`config.mk`:
```
export PLATFORM = sky130hd
export DESIGN_NAME = rob_commit_ctrl
export DESIGN_NICKNAME = d
export VERILOG_FILES = /design/src/rtl/rob_pkg.sv /design/src/rtl/rob_ptr.sv /design/src/rtl/rob_commit_ctrl.sv
export SDC_FILE = /design/constraint.sdc
export NUM_CORES = 1
export LEC_CHECK = 0
export BUFFER_PORTS_ARGS = -buffer_cell sky130_fd_sc_hd__buf_2
export CAP_MARGIN = 20
export CORE_AREA = 2 2 141 143
export DETAILED_ROUTE_END_ITERATION = 7
export DIE_AREA = 0 0 143 145
export GPL_TIMING_DRIVEN = 0
export PLACE_DENSITY = 0.65
export RECOVER_POWER = 100
export SLEW_MARGIN = 40
export SYNTH_ARGS = -nofsm -noshare
export SYNTH_HDL_FRONTEND = slang
export SYNTH_SLANG_ARGS = --single-unit
```
`constraint.sdc`:
```
create_clock -name clk -period 4.3 [get_ports clk]
set_input_delay 0.215 -clock clk [delete_from_list [all_inputs] [get_ports clk]]
set_output_delay 0.215 -clock clk [all_outputs]
set_load 0.03 [all_outputs]
```
`src/rtl/rob_pkg.sv`:
```
// rtl/rob_pkg.sv - shared constants and state encoding for the reorder-buffer control slice
package rob_pkg;

  localparam int ROB_ENTRIES = 8;
  localparam int ROB_PTR_W   = 3;
  localparam int XLEN        = 32;
  localparam int REG_ADDR_W  = 5;

  typedef enum logic [0:0] {
    ST_RUN   = 1'b0,
    ST_FLUSH = 1'b1
  } rob_state_e;

endpackage

```
`src/rtl/rob_ptr.sv`:
```
// rtl/rob_ptr.sv - wrapping pointer register with enable and synchronous clear
module rob_ptr #(
  parameter int W = 3
) (
  input  logic         clk,
  input  logic         rst_n,
  input  logic         en,
  input  logic         clr,
  output logic [W-1:0] ptr
);

  // Entry count is a power of two, so natural overflow provides the wrap.
  always_ff @(posedge clk) begin
    if (!rst_n || clr) begin
      ptr <= '0;
    end else if (en) begin
      ptr <= ptr + W'(1);
    end
  end

endmodule

```
`src/rtl/rob_commit_ctrl.sv`:
```
// rtl/rob_commit_ctrl.sv - ROB allocate/commit/flush control; optional counters under ROB_COMMIT_STATS_EN
module rob_commit_ctrl
  import rob_pkg::*;
#(
  parameter int NUM_ENTRIES = rob_pkg::ROB_ENTRIES,
  parameter int PTR_W       = rob_pkg::ROB_PTR_W,
  parameter int XLEN        = rob_pkg::XLEN
) (
  input  logic                            clk,
  input  logic                            rst_n,
  input  logic                            issue_valid,
  output logic                            issue_ready,
  output logic [NUM_ENTRIES-1:0]          alloc_sel,
  output logic [PTR_W-1:0]                alloc_tag,
  input  logic [NUM_ENTRIES-1:0]          entry_wen,
  input  logic [NUM_ENTRIES*REG_ADDR_W-1:0] entry_dest,
  input  logic [NUM_ENTRIES*XLEN-1:0]     entry_val,
  output logic [PTR_W-1:0]                head,
  input  logic                            flush,
  output logic                            rf_we,
  output logic [REG_ADDR_W-1:0]           rf_waddr,
  output logic [XLEN-1:0]                 rf_wdata,
  output logic [PTR_W:0]                  count,
  output logic                            empty,
  output logic                            full
`ifdef ROB_COMMIT_STATS_EN
  ,
  output logic [31:0]                     commit_cnt,
  output logic [31:0]                     full_stall_cnt
`endif
);

  rob_state_e               state_q, state_d;
  logic [PTR_W-1:0]         tail;
  logic                     in_run;
  logic                     do_alloc;
  logic                     do_commit;
  logic                     head_wen;
  logic [REG_ADDR_W-1:0]    head_dest;
  logic [XLEN-1:0]          head_val;

  always_ff @(posedge clk) begin
    if (!rst_n) begin
      state_q <= ST_RUN;
    end else begin
      state_q <= state_d;
    end
  end

  // A flush sampled in either state schedules exactly one FLUSH cycle after it.
  always_comb begin
    state_d = ST_RUN;
    if (flush) begin
      state_d = ST_FLUSH;
    end
  end

  assign in_run = (state_q == ST_RUN);
  assign empty  = (count == '0);
  assign full   = (count == (PTR_W+1)'(NUM_ENTRIES));

  assign issue_ready = in_run && !full && !flush;
  assign do_alloc    = issue_valid && issue_ready;
  assign alloc_tag   = tail;
  assign alloc_sel   = do_alloc ? (NUM_ENTRIES'(1) << tail) : '0;

  // Only the head entry's strobe and payload matter; all other lanes are ignored.
  always_comb begin
    head_wen  = 1'b0;
    head_dest = '0;
    head_val  = '0;
    for (int i = 0; i < NUM_ENTRIES; i++) begin
      if (PTR_W'(i) == head) begin
        head_wen  = entry_wen[i];
        head_dest = entry_dest[i*REG_ADDR_W +: REG_ADDR_W];
        head_val  = entry_val[i*XLEN +: XLEN];
      end
    end
  end

  assign do_commit = in_run && !empty && head_wen && !flush;

  rob_ptr #(.W(PTR_W)) u_head_ptr (
    .clk   (clk),
    .rst_n (rst_n),
    .en    (do_commit),
    .clr   (!in_run),
    .ptr   (head)
  );

  rob_ptr #(.W(PTR_W)) u_tail_ptr (
    .clk   (clk),
    .rst_n (rst_n),
    .en    (do_alloc),
    .clr   (!in_run),
    .ptr   (tail)
  );

  always_ff @(posedge clk) begin
    if (!rst_n || !in_run) begin
      count <= '0;
    end else if (do_alloc && !do_commit) begin
      count <= count + (PTR_W+1)'(1);
    end else if (do_commit && !do_alloc) begin
      count <= count - (PTR_W+1)'(1);
    end
  end

  // x0 commits retire normally but never raise the write enable.
  always_ff @(posedge clk) begin
    if (!rst_n) begin
      rf_we    <= 1'b0;
      rf_waddr <= '0;
      rf_wdata <= '0;
    end else begin
      rf_we <= do_commit && (head_dest != '0);
      if (do_commit) begin
        rf_waddr <= head_dest;
        rf_wdata <= head_val;
      end
    end
  end

`ifdef ROB_COMMIT_STATS_EN
  always_ff @(posedge clk) begin
    if (!rst_n) begin
      commit_cnt     <= '0;
      full_stall_cnt <= '0;
    end else begin
      if (do_commit && (commit_cnt != '1)) begin
        commit_cnt <= commit_cnt + 32'd1;
      end
      if (issue_valid && full && (full_stall_cnt != '1)) begin
        full_stall_cnt <= full_stall_cnt + 32'd1;
      end
    end
  end
`endif

endmodule

```
==> results.toml <==
[detailed_routing]
post_drt_via_cell_ratio = 5.56
first_pass_iters = 5
antenna_left = 0
drt_iter0_drc = 450
wl_um = 29100
drc = 0
num_vias = 7207
post_drt_wl_per_cell_um = 22.5

[sta]
finalCritPeriodShare = 0.942
final-setup-viol-count = 0
max_freq_mhz = 247
rsz0062_at_grt = "no"
final.min_clock_period_ps = 4050
fin_skew_ps = 6.27
tightest_slew_ps = 790
holdWs_ps = 151
timing.final.hold_violations = 0
maxSlewHeadroom = 0.474
slew_viol_final = 0

[worst_setup_path]
cpMaxStageDelayCell = "dfxtp_1"
start_kind = "flip-flop"
worstPathMaxFanout = 10
worstPathCellList = "clkinv_2 -> clkbuf_2 -> ha_1 -> or2_1 -> a211o_1 -> a211oi_4 -> buf_6 -> inv_2 -> ha_1 -> inv_1 -> ha_1 -> a21o_1 -> a21oi_1 -> xnor2_1 -> or3_1 -> a21oi_1"
crit_path_end_kind = "flip-flop"
critPathKind = "flip-flop to flip-flop"
cp_num_buf_inv = 5
slowest_delay_ps = 450
worstPathArrival_ps = 4290
cp_common_cell = "ha_1"
worstPathRequired_ps = 4540
crit_family = "compound AO/OA/AOI/OAI gates"

[floorplanning]
core_um2 = 19200
die_x_um = 143
row_count = 51
initial_utilization = 0.253
dieArea_um2 = 20700
ios = 367
die_h_um = 145

[global_routing]
grt_pass1_vias = 7010
overflow = 0
grt_max_degree = 17
track_usage = 0.267
grt_pass1_wl_um = 41300
antenna_found_initial = 2

[power_and_ir_drop]
power.leakage_nw = 3.01
ir_worst_vdd_v = 0.000143
p_per_area_nw_per_um2 = 243

[synth]
ys_async_sr_fraction = 0
netlist_instances = 653
synth_compound_area_frac = 0.515
synth_nets = 977
synth_edf_count = 0
synth_simple_gate_area_frac = 0.146
netlist_area_um2 = 4860
muxShareOfSynthArea = 0.00618
synth_flop_cell = "dfxtp_1"
synth.avg_cell_area_um2 = 7.44
synth-seq-area-share = 0.202
yosysWarnings = 0
synth_top_family_by_area = "compound AO/OA/AOI/OAI gates"
synth.ff_latch_count = 49
ys_types = 59
synthAdderAreaFrac = 0.0428
synth-xor-area-share = 0.00902

[status]
status = "complete, no violations"

[clock_tree]
htreeDepth = 2
clk_path_buf_depth = 2
cts_inserted_buffers = 5
clock_latency_ps = 310
cts_tree = "yes"
cts.sinks = 49
clkTransAtPathRegs_ps = 80
cts_root_buf = "clkbuf_16"

[flow_run]
max_cap_viol_count = 0

[worst_hold_path]
hp-class = "input pin to flip-flop"

[placement]
dpl.hpwl_um = 22600
gp_congestion = 0.921
portBuffers = 366
place_area_um2 = 7020
placed_cells = 1284

[cells_and_area]
syn_to_final_growth_pct = 46.8
fin_nets = 1353
utilization = 0.371
fin_cells = 1297
postLayoutCellArea_um2 = 7130
drive_gt1_frac = 0.335
[state kept, by name (all words and copies together) (netlist names)]
name / cells
rf_wdata: 32
rf_waddr: 5
count: 4
u_head_ptr.ptr: 3
u_tail_ptr.ptr: 3
rf_we: 1
state_q: 1
[worst register-to-register path, stage by stage, from the launching register on]
cell      delay, ps
dfxtp_1         450
clkinv_2        210
clkbuf_2        310
ha_1            300
or2_1           330
a211o_1         300
a211oi_4        340
buf_6           230
inv_2            90
ha_1            200
inv_1           110
ha_1            240
a21o_1          170
a21oi_1         180
xnor2_1          90
or3_1           300
a21oi_1         130
[power breakdown]
part           switching (mW)  leakage [nW]  total (mW)  internal, mW
logic                   0.432          2.53       0.723         0.292
clock network           0.213        0.0800       0.489         0.277
registers              0.0266         0.398       0.519         0.493
total                   0.671          3.01        1.73          1.06
[final cells by class]
class | count | area [um2]
Timing Repair Buffer | 369 | 1780
Sequential cell | 49 | 981
Buffer | 78 | 318
Clock buffer | 5 | 125
Multi-Input combinational cell | 511 | 3480
Fill cell | 2092 | 12100
Tap cell | 265 | 332
Clock inverter | 3 | 46.3
Antenna cell | 2 | 5.00
Inverter | 15 | 57.6
[metrics by stage]
stage               total power, mW  TNS [ps]  worst slack (ps)
floorplan                     0.939         0               262
global placement               1.24      -133              -133
detailed placement             1.25      -205              -205
CTS                            1.74         0              65.3
global route                   1.81         0              22.8
finish                         1.73         0               251
[synthesized netlist by cell type, types with 2 or more instances]
cell | n | share of area
buf_2 | 8 | 0.0082
o221ai_1 | 29 | 0.052
xnor2_1 | 4 | 0.0072
and3_1 | 8 | 0.010
a211o_1 | 2 | 0.0036
buf_1 | 4 | 0.0031
o21a_1 | 28 | 0.043
nor2b_1 | 7 | 0.0090
nand2b_1 | 6 | 0.0077
a2bb2oi_1 | 32 | 0.058
o31ai_1 | 2 | 0.0031
nand2_1 | 17 | 0.013
a22oi_1 | 32 | 0.049
o211ai_1 | 7 | 0.011
inv_1 | 13 | 0.010
dfxtp_1 | 49 | 0.20
and2_1 | 36 | 0.046
a21o_1 | 2 | 0.0031
clkbuf_1 | 60 | 0.046
o22ai_1 | 33 | 0.043
clkbuf_2 | 3 | 0.0031
a31oi_1 | 35 | 0.045
nor2_1 | 50 | 0.039
a21oi_2 | 2 | 0.0036
a221oi_1 | 35 | 0.063
nor3_1 | 2 | 0.0021
a211oi_2 | 3 | 0.0077
ha_1 | 15 | 0.039
a21oi_1 | 16 | 0.016
mux2i_1 | 3 | 0.0062
nand3b_1 | 4 | 0.0062
o21ai_0 | 79 | 0.081
[cell usage in the layout (no fill, tap or decap), types with 29 or more instances in the layout]
cell type    n
nor2_1      50
o21ai_0     79
a221oi_1    35
o221ai_1    29
clkbuf_1   120
and2_1      35
o22ai_1     33
a31oi_1     35
buf_2      314
dfxtp_1     49
a22oi_1     32
a2bb2oi_1   32
[layer usage]
| metal | share of wire | routed length [um] | GRT usage |
|---|---|---|---|
| met5 | 0 | 0 | 0 |
| met4 | 0.034 | 996 | 0.109 |
| met3 | 0.072 | 2100 | 0.0426 |
| met2 | 0.46 | 13500 | 0.433 |
| met1 | 0.43 | 12500 | 0.349 |
[final timing paths]
path | startpoint | to | slack [ps] | cells after the start
worst max register to register | u_head_ptr.ptr[2] | count[3] | 250 | 16
worst min-delay path | flush | state_q | 150 | 2
worst min register to register | rf_waddr[3] | rf_waddr[3] | 470 | 2
worst max-delay path | u_head_ptr.ptr[2] | count[3] | 250 | 16
[kinds of logic after synthesis]
logic type | after synthesis
AOI/OAI and AO/OA | 349
and+or+nand+nor | 138
buffers and inverters | 93
DFF | 49
adders and majority gates | 16
xor gates and xnor gates | 5
muxes | 3
[what timing repair did]
action | in CTS | in global routing
buffers inserted | 0 | 3
resized for setup | 2 | 0
endpoints found under the setup margin | 1 | 1
pin swaps | 0 | 1
endpoints found under the hold margin | 0 | 0
hold buffers | 0 | 0
(Power assumes the default switching activity.)
